File: src/rtl/fifo_rd_stream.sv
// Read-side drain stage behind the sync FIFO. It prefetches words into a small
// ring buffer and presents them to the consumer as a valid/ready stream.
module fifo_rd_stream #(
    parameter  int DATA_W    = 8,
    parameter  int BUF_DEPTH = 3,
    localparam int LVL_W     = $clog2(BUF_DEPTH + 1),
    localparam int PTR_W     = $clog2(BUF_DEPTH)
) (
    input  logic              clk,
    input  logic              rstn,
    input  logic              i_flush,
    output logic              o_rden,
    input  logic [DATA_W-1:0] i_rddata,
    input  logic              i_empty,
    output logic              m_valid,
    input  logic              m_ready,
    output logic [DATA_W-1:0] m_data,
    output logic [LVL_W-1:0]  o_level
);

    logic [BUF_DEPTH-1:0][DATA_W-1:0] mem_q;
    logic [LVL_W-1:0]                 cnt;
    logic [PTR_W-1:0]                 rd_ptr, wr_ptr;
    logic                             inflight;
    logic [LVL_W:0]                   occ;
    logic                             push, pop;

    function automatic logic [PTR_W-1:0] ptr_inc(input logic [PTR_W-1:0] p);
        return (p == PTR_W'(BUF_DEPTH - 1)) ? '0 : p + PTR_W'(1);
    endfunction

    // Issue only looks at registered state and i_empty, so m_ready never
    // reaches the FIFO read enable combinationally.
    always_comb begin
        occ    = {1'b0, cnt} + (LVL_W + 1)'(inflight);
        o_rden = rstn && !i_empty && !i_flush && (occ < (LVL_W + 1)'(BUF_DEPTH));
    end

    assign m_valid = (cnt != '0);
    assign m_data  = mem_q[rd_ptr];
    assign o_level = cnt;
    assign push    = inflight;
    assign pop     = m_valid && m_ready;

    always_ff @(posedge clk or negedge rstn) begin
        if (!rstn) begin
            mem_q    <= '0;
            cnt      <= '0;
            rd_ptr   <= '0;
            wr_ptr   <= '0;
            inflight <= 1'b0;
        end else begin
            inflight <= o_rden;
            if (i_flush) begin
                // The returning word (if any) is simply not written.
                cnt    <= '0;
                rd_ptr <= '0;
                wr_ptr <= '0;
            end else begin
                if (push) begin
                    mem_q[wr_ptr] <= i_rddata;
                    wr_ptr        <= ptr_inc(wr_ptr);
                end
                if (pop)
                    rd_ptr <= ptr_inc(rd_ptr);
                case ({push, pop})
                    2'b10:   cnt <= cnt + LVL_W'(1);
                    2'b01:   cnt <= cnt - LVL_W'(1);
                    default: cnt <= cnt;
                endcase
            end
        end
    end

endmodule

File: config.mk
export PLATFORM = sky130hd
export DESIGN_NAME = fifo_rd_stream
export DESIGN_NICKNAME = d
export VERILOG_FILES = /design/src/rtl/fifo_rd_stream.sv
export SDC_FILE = /design/constraint.sdc
export NUM_CORES = 1
export LEC_CHECK = 0
export BUFFER_PORTS_ARGS = -buffer_cell sky130_fd_sc_hd__buf_2
export CAP_MARGIN = 20
export CORE_MARGIN = 2
export CORE_UTILIZATION = 43
export DETAILED_ROUTE_END_ITERATION = 7
export GPL_TIMING_DRIVEN = 0
export SETUP_SLACK_MARGIN = 0.05
export SKIP_LAST_GASP = 1
export SLEW_MARGIN = 20
export SYNTH_ARGS = -nofsm -noshare
export SYNTH_HDL_FRONTEND = slang
export SYNTH_SLANG_ARGS = --single-unit
File: constraint.sdc
create_clock -name clk -period 3.9 [get_ports clk]
set_input_delay 0.78 -clock clk [delete_from_list [all_inputs] [get_ports clk]]
set_output_delay 0.78 -clock clk [all_outputs]
set_load 0.1 [all_outputs]
=== Word-level counts from Yosys, hierarchy flattened ===
Index checks and enable logic that the tools add are counted.

* Add/sub/neg operators: 5
* Multiply operators: 0
* Div/mod/pow operators: 0
* Order comparisons: 4
* Eq/ne operators: 4
* Shifts and indexed selects: 0
* Mux-type cells: 13
* Bitwise logic cells: 1
* Reductions and logical operators: 12

{| class="wikitable"
|+ Operator list
! kind !! count
|-
| bitwise mux 24 bit || 1
|-
| binary-select mux 8 bit (select 2 bit) || 1
|-
| demux 8 bit (select 2 bit) || 1
|-
| two-way mux 8 bit || 2
|-
| two-way mux 2 bit || 7
|-
| adder 2 x 1 -> 2 bit (second input constant) || 3
|-
| == test 2 bit (second input constant) || 3
|-
| < comparator 2 x 3 -> 1 bit (second input constant) || 2
|-
| nonzero test 2 bit || 3
|-
| logical AND 1 bit || 5
|-
| case mux 2 bit (2 select lines) || 1
|-
| adder 2 x 1 -> 3 bit || 1
|-
| < comparator 3 x 2 -> 1 bit (second input constant) || 1
|-
| nonzero test 3 bit || 1
|-
| == test 2 x 1 -> 1 bit (second input constant) || 1
|-
| greater-or-equal comparator 2 x 1 -> 1 bit (second input constant) || 1
|-
| zero test 1 bit || 2
|-
| AND reduction 2 bit || 1
|-
| subtractor 2 x 1 -> 2 bit (second input constant) || 1
|-
| inverter 1 bit || 1
|}

* Register bits: 31
* Latch bits: 0
* RAM bits: 0
* Memory bits (read-only): 0
* Input port bits: 13
* Word-level logic and storage cells: 46
* Memories: 0

=== Logic depth before layout (Yosys ltp) ===
* Word-level depth: 5
* Mapped depth: 4
* Mapped depth without buffers: 4

=== Least setup slack after synthesis ===
No wires, ideal clock.

* Path type: reg2out
* Start: register cnt[0], in the netlist o_level[0]
* End: output o_rden
* Arrival time: 3.444 ns
* Slack: -0.324 ns
* Stages on the path, launching flop included: 5
* Cell sequence: dfrtp_1 ha_1 ha_1 or4b_2 a21oi_1

* Cells in the longest elaborated chain, start to end: 3

{| class="wikitable"
|+ Ends and longest elaborated chain
! element !! RTL line !! source
|-
| from (decl) || 22 || <nowiki>logic [LVL_W-1:0] cnt;</nowiki>
|-
| from (signal assigned) || 67 || <nowiki>2'b10: cnt <= cnt + LVL_W'(1);</nowiki>
|-
| from (signal assigned) || 68 || <nowiki>2'b01: cnt <= cnt - LVL_W'(1);</nowiki>
|-
| from (signal assigned) || 69 || <nowiki>default: cnt <= cnt;</nowiki>
|-
| adder 2 x 1 -> 3 bit || 35 || <nowiki>occ = {1'b0, cnt} + (LVL_W + 1)'(inflight);</nowiki>
|-
| < comparator 3 x 2 -> 1 bit || 36 || <nowiki>o_rden = rstn && !i_empty && !i_flush && (occ < (LVL_W + 1)'(BUF_DEPTH));</nowiki>
|-
| logical AND 1 bit || 36 ||
|-
| to (decl) || 12 || <nowiki>output logic o_rden,</nowiki>
|}

No other way between the ends.

=== Final worst setup path ===
* Start: input rstn
* End: output o_rden

* Cells in the longest elaborated chain, start to end: 3

{| class="wikitable"
|+ Ends and longest elaborated chain
! element !! RTL line !! source
|-
| from (decl) || 10 || <nowiki>input logic rstn,</nowiki>
|-
| logical AND 1 bit (3 in a row) || 36 ||
|}

No other way between the ends.

==> flow_metrics.tcl <==
set metrics [dict create \
    clk_pin_slew_worst_paths_ps 100 \
    tightest_slew_ps 693 \
    required_ps 3120 \
    period_needed_ps 3330 \
    maxCapViolations 0 \
    cp-start-kind "input pin" \
    power_switching_uw 353 \
    finalNonFillerCells 192 \
    grt_use_total 0.159 \
    reg2reg_from "o_level[0]" \
    multiInputGateArea_um2 677 \
    clock_latency_ps 330 \
    clockRootBuffer "clkbuf_4" \
    hold_viol_final 0 \
    ys_seq_area_frac 0.528 \
    coreArea_um2 3310 \
    setup_viol 0 \
    port_buffers 24 \
    path_common_cell "buf_2" \
    powerDensity_nw_per_um2 534 \
    wl_met2_um 1390 \
    syn_avg_cell_area_um2 12.9 \
    reg2reg_to "inflight" \
    ir_worst_vdd_uv 291 \
    finalSetupTns_ps 0 \
    hpwl_um 1880 \
    die_y_um 62.4 \
    slowest_delay_ps 650 \
    drive_gt1_frac 0.452 \
    synth_area_um2 1470 \
    routedWlPerCell_um 14.4 \
    arrival_ps 2550 \
    ff2ff_path_depth 4 \
    cts_tree "done" \
    synth_nets 129 \
    start_util 0.444 \
    final_nets 160 \
    max_slew_margin 0.538 \
    drc 0 \
    layout_common_cells "dfrtp_1, buf_2, mux2_2" \
    p_leak_nw 0.796 \
    post-cts-setup-buffers 0 \
    route.vias.total 992 \
    cp_max_fo 32 \
    worst_slack_ps 567 \
    grt_remaining_overflow 0 \
    cts-resized-gates 0 \
    grt_max_degree 33 \
    synth-seq-cells 31 \
    place_ws_ps 517 \
    cts_buffer_depth 2 \
    p_sw_frac 0.381 \
    clock_sinks 31 \
    ys_types 25 \
    cts_inserted_buffers 5 \
    slew_viol_final 0 \
    antenna_found_initial 0 \
    p_int_uw 575 \
    finClkSkew_ps 8.23 \
    drt_iter0_markers 14 \
    ant_nets 0 \
    fp.dieArea_um2 3900 \
    wl_met3_um 151 \
    htreeDepth 2 \
    cp_slowest_cell "or4b_2" \
    grt_pass1_wl_um 4690 \
    area_growth_pct 18.2 \
    dr.pass1.iters 3 \
    dpl_cell_area_um2 1650 \
    fmax_mhz 300 \
    syn_inst 114 \
    grt_pass1_vias 1031 \
    pin_count 25 \
    post-route-period-util 0.855 \
    criticalPathCategory "input pin to primary output" \
    wl_um 2760 \
    routed.top_layer "met4" \
    p_seq_frac 0.409 \
    power_frac_comb 0.307 \
    antenna_cells 0 \
    die_w_um 62.4 \
    fill_cells 300 \
    clockPowerShare 0.284 \
    fin_util 0.525 \
    status "finished, final reports clean" \
    yosysWarnings 0 \
    layout.area.seq_um2 776 \
    endpoint_kind "primary output" \
    dp_cells 184 \
    viasPerCell 5.17 \
    reg2reg_slack_ps 2210 \
    drt-met1-wl_um 1190 \
    gp_congestion 0.693 \
    rows 21 \
    path_cells "buf_2, or4b_2, a21oi_2, buf_2" \
    cts_hold_buffers 0 \
    grt_setup_unrepaired "false" \
    final_common_cell "dfrtp_1" \
    hold_path_class "input pin to asynchronous set/reset pin" \
    final_cell_area_um2 1740 \
]
-- worst max path at each step --
stage / startpoint / end / slack (ps) / cells after the start
floorplan: o_level[0] / o_rden / 300 / 4
global placement: rstn / o_rden / 540 / 4
detailed placement: rstn / o_rden / 520 / 4
CTS: rstn / o_rden / 510 / 4
global route: rstn / o_rden / 420 / 4
finish: rstn / o_rden / 570 / 4
-- worst max-delay path: cells and delay by family --
family	cells	cell delay (ps)
AOI/OAI and AO/OA	1	140
and+or+nand+nor	1	650
buffers and inverters	2	980
-- area by class of cell --
cell class	instances	area share
Buffer	4	0.0115
Clock buffer	6	0.0295
Clock inverter	2	0.0202
Multi-Input combinational cell	79	0.390
Sequential cell	31	0.447
Tap cell	46	0.0331
Timing Repair Buffer	24	0.0692
-- stage by stage --
stage	total power [mW]	hold WS [ps]
2_1_floorplan	0.621	458
3_3_place_gp	0.667	471
3_5_place_dp	0.674	475
4_1_cts	0.940	494
5_1_grt	0.972	513
6_report	0.928	484
-- power by group through the flow --
stage | clock network (mW) | logic [mW] | registers, mW
after floorplan | 0 | 0.237 | 0.384
after global placement | 0 | 0.284 | 0.384
after detailed placement | 0 | 0.287 | 0.387
after CTS | 0.273 | 0.288 | 0.380
after global routing | 0.288 | 0.299 | 0.385
final | 0.264 | 0.285 | 0.379
-- flip-flops by register name, indices dropped and copies added, names as in the netlist --
| signal | flops |
|---|---|
| inflight | 1 |
| mem_q | 24 |
| o_level | 2 |
| rd_ptr | 2 |
| wr_ptr | 2 |
-- synthesized netlist by cell type, drive strengths merged --
cell type,instances,area share
or3,1,0.0043
nand3b,1,0.0051
ha,2,0.017
o21ai,10,0.034
a2111oi,1,0.0060
a21oi,5,0.017
mux2i,11,0.075
nand2b,2,0.014
buf,3,0.011
dfrtp,31,0.53
and4b,1,0.0068
or3b,1,0.0060
nand2,11,0.028
mux2,24,0.18
or4b,1,0.0068
or2,2,0.0085
nor2b,1,0.0043
nor3,1,0.011
nor3b,2,0.026
clkbuf,1,0.0026
nor2,2,0.0051
-- cell families after synthesis --
group                      synth area share
and+or+nand+nor                       0.125
AOI/OAI and AO/OA                    0.0571
DFF                                   0.528
muxes                                 0.259
buffers and inverters                0.0136
adders and majority gates            0.0170
-- routing by layer --
metal / global-route usage / vias to the layer above
li1: - / 472
met1: 0.179 / 493
met3: 0.0613 / 4
met4: 0.0583 / 0
met2: 0.273 / 23
met5: 0 / -
(Power assumes the default switching activity.)
